===== src/rtl/mcycle_ctrl.sv =====
// Multi-cycle RV32I control FSM: FETCH -> DECODE -> EXECUTE -> [MEM] -> [WB].
// Build option DMEM_HANDSHAKE_EN: MEM holds d_req until d_ack is sampled high.
module mcycle_ctrl (
    input  logic        clk,
    input  logic        reset,
    input  logic [31:0] instr_code,
    input  logic        b_taken,
    input  logic        d_ack,
    output logic        ir_en,
    output logic        pc_en,
    output logic        reg_wr_en,
    output logic        aluSrcMuxSel,
    output logic        branch,
    output logic        jal,
    output logic        jalr,
    output logic [2:0]  RegWdataSel,
    output logic [3:0]  alu_controls,
    output logic        d_req,
    output logic        d_we,
    output logic        illegal,
    output logic [2:0]  state,
    output logic [31:0] instret
);
    typedef enum logic [2:0] {
        S_FETCH   = 3'd0,
        S_DECODE  = 3'd1,
        S_EXECUTE = 3'd2,
        S_MEM     = 3'd3,
        S_WB      = 3'd4
    } state_e;

    localparam logic [6:0] OP_R     = 7'b0110011;
    localparam logic [6:0] OP_I     = 7'b0010011;
    localparam logic [6:0] OP_LD    = 7'b0000011;
    localparam logic [6:0] OP_ST    = 7'b0100011;
    localparam logic [6:0] OP_BR    = 7'b1100011;
    localparam logic [6:0] OP_LUI   = 7'b0110111;
    localparam logic [6:0] OP_AUIPC = 7'b0010111;
    localparam logic [6:0] OP_JAL   = 7'b1101111;
    localparam logic [6:0] OP_JALR  = 7'b1100111;

    state_e      state_q, state_d;
    logic [31:0] instret_q, instret_d;

    logic [6:0] opcode;
    logic [2:0] funct3;
    logic       f7b5;
    assign opcode = instr_code[6:0];
    assign funct3 = instr_code[14:12];
    assign f7b5   = instr_code[30];

    logic is_r, is_i, is_ld, is_st, is_br, is_lui, is_auipc, is_jal, is_jalr;
    logic is_legal, writes_rd;
    assign is_r      = (opcode == OP_R);
    assign is_i      = (opcode == OP_I);
    assign is_ld     = (opcode == OP_LD);
    assign is_st     = (opcode == OP_ST);
    assign is_br     = (opcode == OP_BR);
    assign is_lui    = (opcode == OP_LUI);
    assign is_auipc  = (opcode == OP_AUIPC);
    assign is_jal    = (opcode == OP_JAL);
    assign is_jalr   = (opcode == OP_JALR);
    assign is_legal  = is_r | is_i | is_ld | is_st | is_br | is_lui | is_auipc | is_jal | is_jalr;
    assign writes_rd = is_r | is_i | is_ld | is_lui | is_auipc | is_jal | is_jalr;

    logic mem_done;
    logic unused_in;
`ifdef DMEM_HANDSHAKE_EN
    assign mem_done  = d_ack;
    assign unused_in = ^{b_taken, instr_code[31], instr_code[29:15], instr_code[11:7]};
`else
    assign mem_done  = 1'b1;
    assign unused_in = ^{d_ack, b_taken, instr_code[31], instr_code[29:15], instr_code[11:7]};
`endif

    // Per-opcode datapath controls; only driven out once the IR is valid (post-FETCH).
    logic       c_asrc;
    logic [2:0] c_wsel;
    logic [3:0] c_alu;
    always_comb begin
        c_asrc = 1'b0;
        c_wsel = 3'd0;
        c_alu  = 4'd0;
        case (opcode)
            OP_R:     c_alu = {f7b5, funct3};
            OP_I: begin
                c_asrc = 1'b1;
                c_alu  = (funct3 == 3'b101) ? {f7b5, funct3} : {1'b0, funct3};
            end
            OP_LD: begin
                c_asrc = 1'b1;
                c_wsel = 3'd1;
            end
            OP_ST:    c_asrc = 1'b1;
            OP_BR:    c_alu  = {1'b0, funct3};
            OP_LUI:   c_wsel = 3'd2;
            OP_AUIPC: c_wsel = 3'd3;
            OP_JAL:   c_wsel = 3'd4;
            OP_JALR: begin
                c_asrc = 1'b1;
                c_wsel = 3'd4;
            end
            default: ;
        endcase
    end

    always_ff @(posedge clk or negedge reset) begin
        if (!reset) begin
            state_q   <= S_FETCH;
            instret_q <= 32'd0;
        end else begin
            state_q   <= state_d;
            instret_q <= instret_d;
        end
    end

    logic fin;
    // Outputs are gated by reset directly so they drop in the same cycle reset asserts.
    always_comb begin
        state_d      = state_q;
        instret_d    = instret_q;
        fin          = 1'b0;
        ir_en        = 1'b0;
        pc_en        = 1'b0;
        reg_wr_en    = 1'b0;
        aluSrcMuxSel = 1'b0;
        branch       = 1'b0;
        jal          = 1'b0;
        jalr         = 1'b0;
        RegWdataSel  = 3'd0;
        alu_controls = 4'd0;
        d_req        = 1'b0;
        d_we         = 1'b0;
        illegal      = 1'b0;
        if (reset) begin
            if (state_q != S_FETCH && is_legal) begin
                aluSrcMuxSel = c_asrc;
                branch       = is_br;
                jal          = is_jal | is_jalr;
                jalr         = is_jalr;
                RegWdataSel  = c_wsel;
                alu_controls = c_alu;
            end
            case (state_q)
                S_FETCH: begin
                    ir_en   = 1'b1;
                    state_d = S_DECODE;
                end
                S_DECODE: begin
                    if (!is_legal) begin
                        illegal = 1'b1;
                        pc_en   = 1'b1;
                        state_d = S_FETCH;
                    end else begin
                        state_d = S_EXECUTE;
                    end
                end
                S_EXECUTE: begin
                    if (is_r || is_i) begin
                        state_d = S_WB;
                    end else if (is_ld || is_st) begin
                        state_d = S_MEM;
                    end else begin
                        fin     = 1'b1;
                        state_d = S_FETCH;
                    end
                end
                S_MEM: begin
                    d_req = 1'b1;
                    d_we  = is_st;
                    if (mem_done) begin
                        if (is_st) begin
                            fin     = 1'b1;
                            state_d = S_FETCH;
                        end else begin
                            state_d = S_WB;
                        end
                    end
                end
                S_WB: begin
                    fin     = 1'b1;
                    state_d = S_FETCH;
                end
                default: state_d = S_FETCH;
            endcase
            if (fin) begin
                pc_en     = 1'b1;
                reg_wr_en = writes_rd;
                instret_d = instret_q + 32'd1;
            end
        end
    end

    assign state   = state_q;
    assign instret = instret_q;

endmodule

===== config.mk =====
export PLATFORM = sky130hd
export DESIGN_NAME = mcycle_ctrl
export DESIGN_NICKNAME = d
export VERILOG_FILES = /design/src/rtl/mcycle_ctrl.sv
export SDC_FILE = /design/constraint.sdc
export NUM_CORES = 1
export LEC_CHECK = 0
export CAP_MARGIN = 5
export CELL_PAD_IN_SITES_DETAIL_PLACEMENT = 0
export CELL_PAD_IN_SITES_GLOBAL_PLACEMENT = 2
export CORE_MARGIN = 2
export CORE_UTILIZATION = 23
export CTS_CLUSTER_DIAMETER = 50
export DETAILED_ROUTE_END_ITERATION = 8
export HOLD_SLACK_MARGIN = 0.1
export PLACE_DENSITY_LB_ADDON = 0.1
export SETUP_SLACK_MARGIN = 0.02
export SYNTH_ARGS = -nofsm -noshare
export SYNTH_HDL_FRONTEND = slang
export SYNTH_SLANG_ARGS = --single-unit

===== constraint.sdc =====
create_clock -name clk -period 2.75 [get_ports clk]
set_clock_uncertainty 0.05 [all_clocks]
set_input_delay 0.825 -clock clk [delete_from_list [all_inputs] [get_ports clk]]
set_output_delay 0.825 -clock clk [all_outputs]
set_load 0.02 [all_outputs]

==> impl_metrics.ini, run 1 <==
[run_status]
status = finished, violations left
violations = setup timing

[grt]
grt_pass1_vias = 1974
grt_pass1_wl_mm = 10.2
grt_max_degree = 36
antenna_found_initial = 0
track_usage_pct = 12.7
grt_overflow = 0

[drt]
detail-route-antenna-nets = 0
routed_via_density = 4.46
drcViolationCount = 0
drt-pass1-iter-count = 4
drtIter0Drc = 48
wire_per_inst_um = 14.3
vias = 1940
finalWirelength_mm = 6.24

[timing]
period_share_pct = 103
setup_violations = 5
slew_headroom_pct = 57.3
whs_ns = 0.363
max_slew.worst_pin.slew_ns = 0.640
slew_violations = 0
layout_setup_ws_ns = -0.0935
fin_crit_ns = 2.84
grt_setup_unrepaired = true
final-hold-violation-count = 0
clock.fmax_ghz = 0.352

[synthesis]
synth_top_cell_by_area = dfrtp_1
synth_seq_area_share_pct = 40.8
synthFlopType = dfrtp_1
syn-num-nets = 250
synth.most_common_cell = dfrtp_1
synth_cells = 213
yosysUniqueCellTypes = 53
netlist_top_cells_count = dfrtp_1 (35), xor2_1 (19), nor2_1 (18), nand2_1 (17), xnor2_1 (13)
synth_area_sq_mm = 0.00215
ys.warnings.count = 0
yosysTopAreaCellShare_pct = 40.8
synth_edf_count = 0
async_flop_share_pct = 100
syn_avg_cell_area_sq_um = 10.1
ys_ff_latch = 35
synthTopCellsByArea = dfrtp_1 (41%), xor2_1 (7.7%), xnor2_1 (5.3%)

[die]
io_pins = 88
die_y_um = 101
core_region_area_sq_mm = 0.00915
rows = 35
die_x_um = 101
dieArea_sq_mm = 0.0101
start_util_pct = 23.5

[worst_setup_path]
rr_worst_depth = 10
worstReg2RegEnd = instret[6]
reg2reg_slack_ns = 0.63
cp_top_family = simple AND/OR/NAND/NOR gates
path_buf_inv = 2
cpMaxStageDelayCell = or3_4
required_ns = 1.88
rr_startpoint = state[2]
critPathCaptureType = output port
slowest_delay_ns = 0.43
cp_cell_sequence = buf_12 -> nand4_1 -> or2_1 -> or3_4 -> nor2_4 -> buf_6
critPathLaunch = reset
path_max_fanout = 6
cp-start-kind = input pin
arrival_ns = 1.97
crit_type = input pin to output port

[power]
power_density_mw_per_mm2 = 352
ir_worst_vdd_mv = 0.167
p_leak_nw = 1.54

[final_layout]
area_delta_synth_final_pct = 62.6
nets = 360
diodes = 0
multi_input_area_sq_mm = 0.00132
drive_above_1_share_pct = 39.5
regArea_sq_um = 876
fillers = 931

[clock_network]
cts.htree.levels = 2
clkTransAtPathRegs_ns = 0.07
clk_path_buf_depth = 2
ctsRootBufferMaster = clkbuf_8
cts_made_buffers = 5
cts_num_sinks = 35
cts_hold_buf = 0
cts_tree = done
clk_latency_ns = 0.29

[run]
cap_violations = 0

[placement]
hpwl_mm = 4.46
gp_congestion = 0.746
dp_slack_ns = -1.01
place.port_buffers = 64

[hold_path]
min_path_type = input pin to asynchronous set/reset pin
through the flow:
step | std cells | cell area (sq um) | setup TNS [ns] | total power [mW] | utilization, %
2_1_floorplan | 213 | 2210 | -0.448 | 0.691 | -
4_1_cts | 430 | 3370 | -0.460 | 1.24 | 36.8
5_1_grt | 435 | 3490 | -0.796 | 1.30 | 38.2
3_5_place_dp | 413 | 3190 | -13.90 | 0.831 | 34.8
3_3_place_gp | 413 | 3190 | -14.16 | 0.832 | 34.8
6_report | 435 | 3490 | -0.300 | 1.23 | 38.2
where the power goes:
| part | total, mW | internal (mW) | switching (mW) | leakage (nW) |
|---|---|---|---|---|
| Sequential | 0.568 | 0.538 | 0.0298 | 0.464 |
| Combinational | 0.278 | 0.146 | 0.132 | 1.04 |
| Clock | 0.383 | 0.177 | 0.205 | 0.0412 |
routing by layer:
layer / wire, um / up-vias / global-route usage (%)
met2: 2920 / 46 / 19.4
met3: 273 / 5 / 2.43
met5: 0 / - / 0
met1: 2970 / 921 / 18.3
li1: - / 968 / -
met4: 74 / 0 / 3.16
sequential cells by signal (all words and copies together), names as in the netlist:
register  count
instret      32
state         3
cell type report:
class	count	share of cell area (%)
Inverter	8	0.860
Clock buffer	6	2.08
Multi-Input combinational cell	160	37.9
Clock inverter	2	0.358
Timing Repair Buffer	113	29.8
Sequential cell	35	25.1
Tap cell	111	3.98
worst reg2reg max path, cell delays in order (launching register included):
cell	delay, ns
dfrtp_1	0.42
buf_4	0.17
and4b_2	0.29
nand2_2	0.07
nor3_4	0.23
buf_4	0.15
buf_6	0.09
buf_4	0.10
buf_4	0.13
o2111ai_1	0.15
xnor2_1	0.15
how the worst max path moves through the flow:
stage	end	slack (ns)	depth (start not counted)
floorplan	reg_wr_en	-0.12	5
global placement	pc_en	-0.96	9
detailed placement	alu_controls[0]	-1.01	6
CTS	alu_controls[0]	-0.14	6
global route	alu_controls[1]	-0.16	6
finish	alu_controls[1]	-0.09	6
timing repair:
item                                    4_1_cts  5_1_grt
pin swaps                                    13       13
resized for setup                           128       27
cloned                                        0        0
endpoints found under the setup margin       17       15
buffers inserted                             10        6
logic make-up (layout without fill, tap and decap cells):
kind of cell | after synthesis | in the layout | share of synthesized area [%]
multiplexers | 2 | 2 | 0.990
AND/OR/NAND/NOR | 101 | 101 | 32.0
buffers and inverters | 18 | 129 | 4.31
AO/OA/AOI/OAI | 24 | 24 | 8.33
adder cells (fa/ha/maj) | 1 | 1 | 0.582
XOR/XNOR | 32 | 32 | 13.0
flip-flops | 35 | 35 | 40.8
cells in the final DEF (no fill, tap or decap), drive strengths merged, types with 4 or more instances in the layout:
| master | Yosys | layout |
|---|---|---|
| nor3 | 11 | 11 |
| dfrtp | 35 | 35 |
| inv | 8 | 8 |
| o21ai | 7 | 7 |
| nand2b | 4 | 4 |
| nand3 | 8 | 8 |
| xor2 | 19 | 19 |
| or3 | 5 | 5 |
| nand4 | 6 | 6 |
| nor2 | 19 | 19 |
| a21oi | 4 | 4 |
| xnor2 | 13 | 13 |
| nor4 | 9 | 9 |
| buf | 8 | 71 |
| nor4b | 4 | 4 |
| nand2 | 17 | 17 |
| clkbuf | 2 | 7 |
| clkdlybuf4s50 | 0 | 39 |
(Power assumes the default switching activity.)
==> run 2: changes to the inputs <==
GPL_ROUTABILITY_DRIVEN = 0   (was unset)
==> results of run 2 <==
The final DEF is identical to that of run 1; final timing and power are the same.
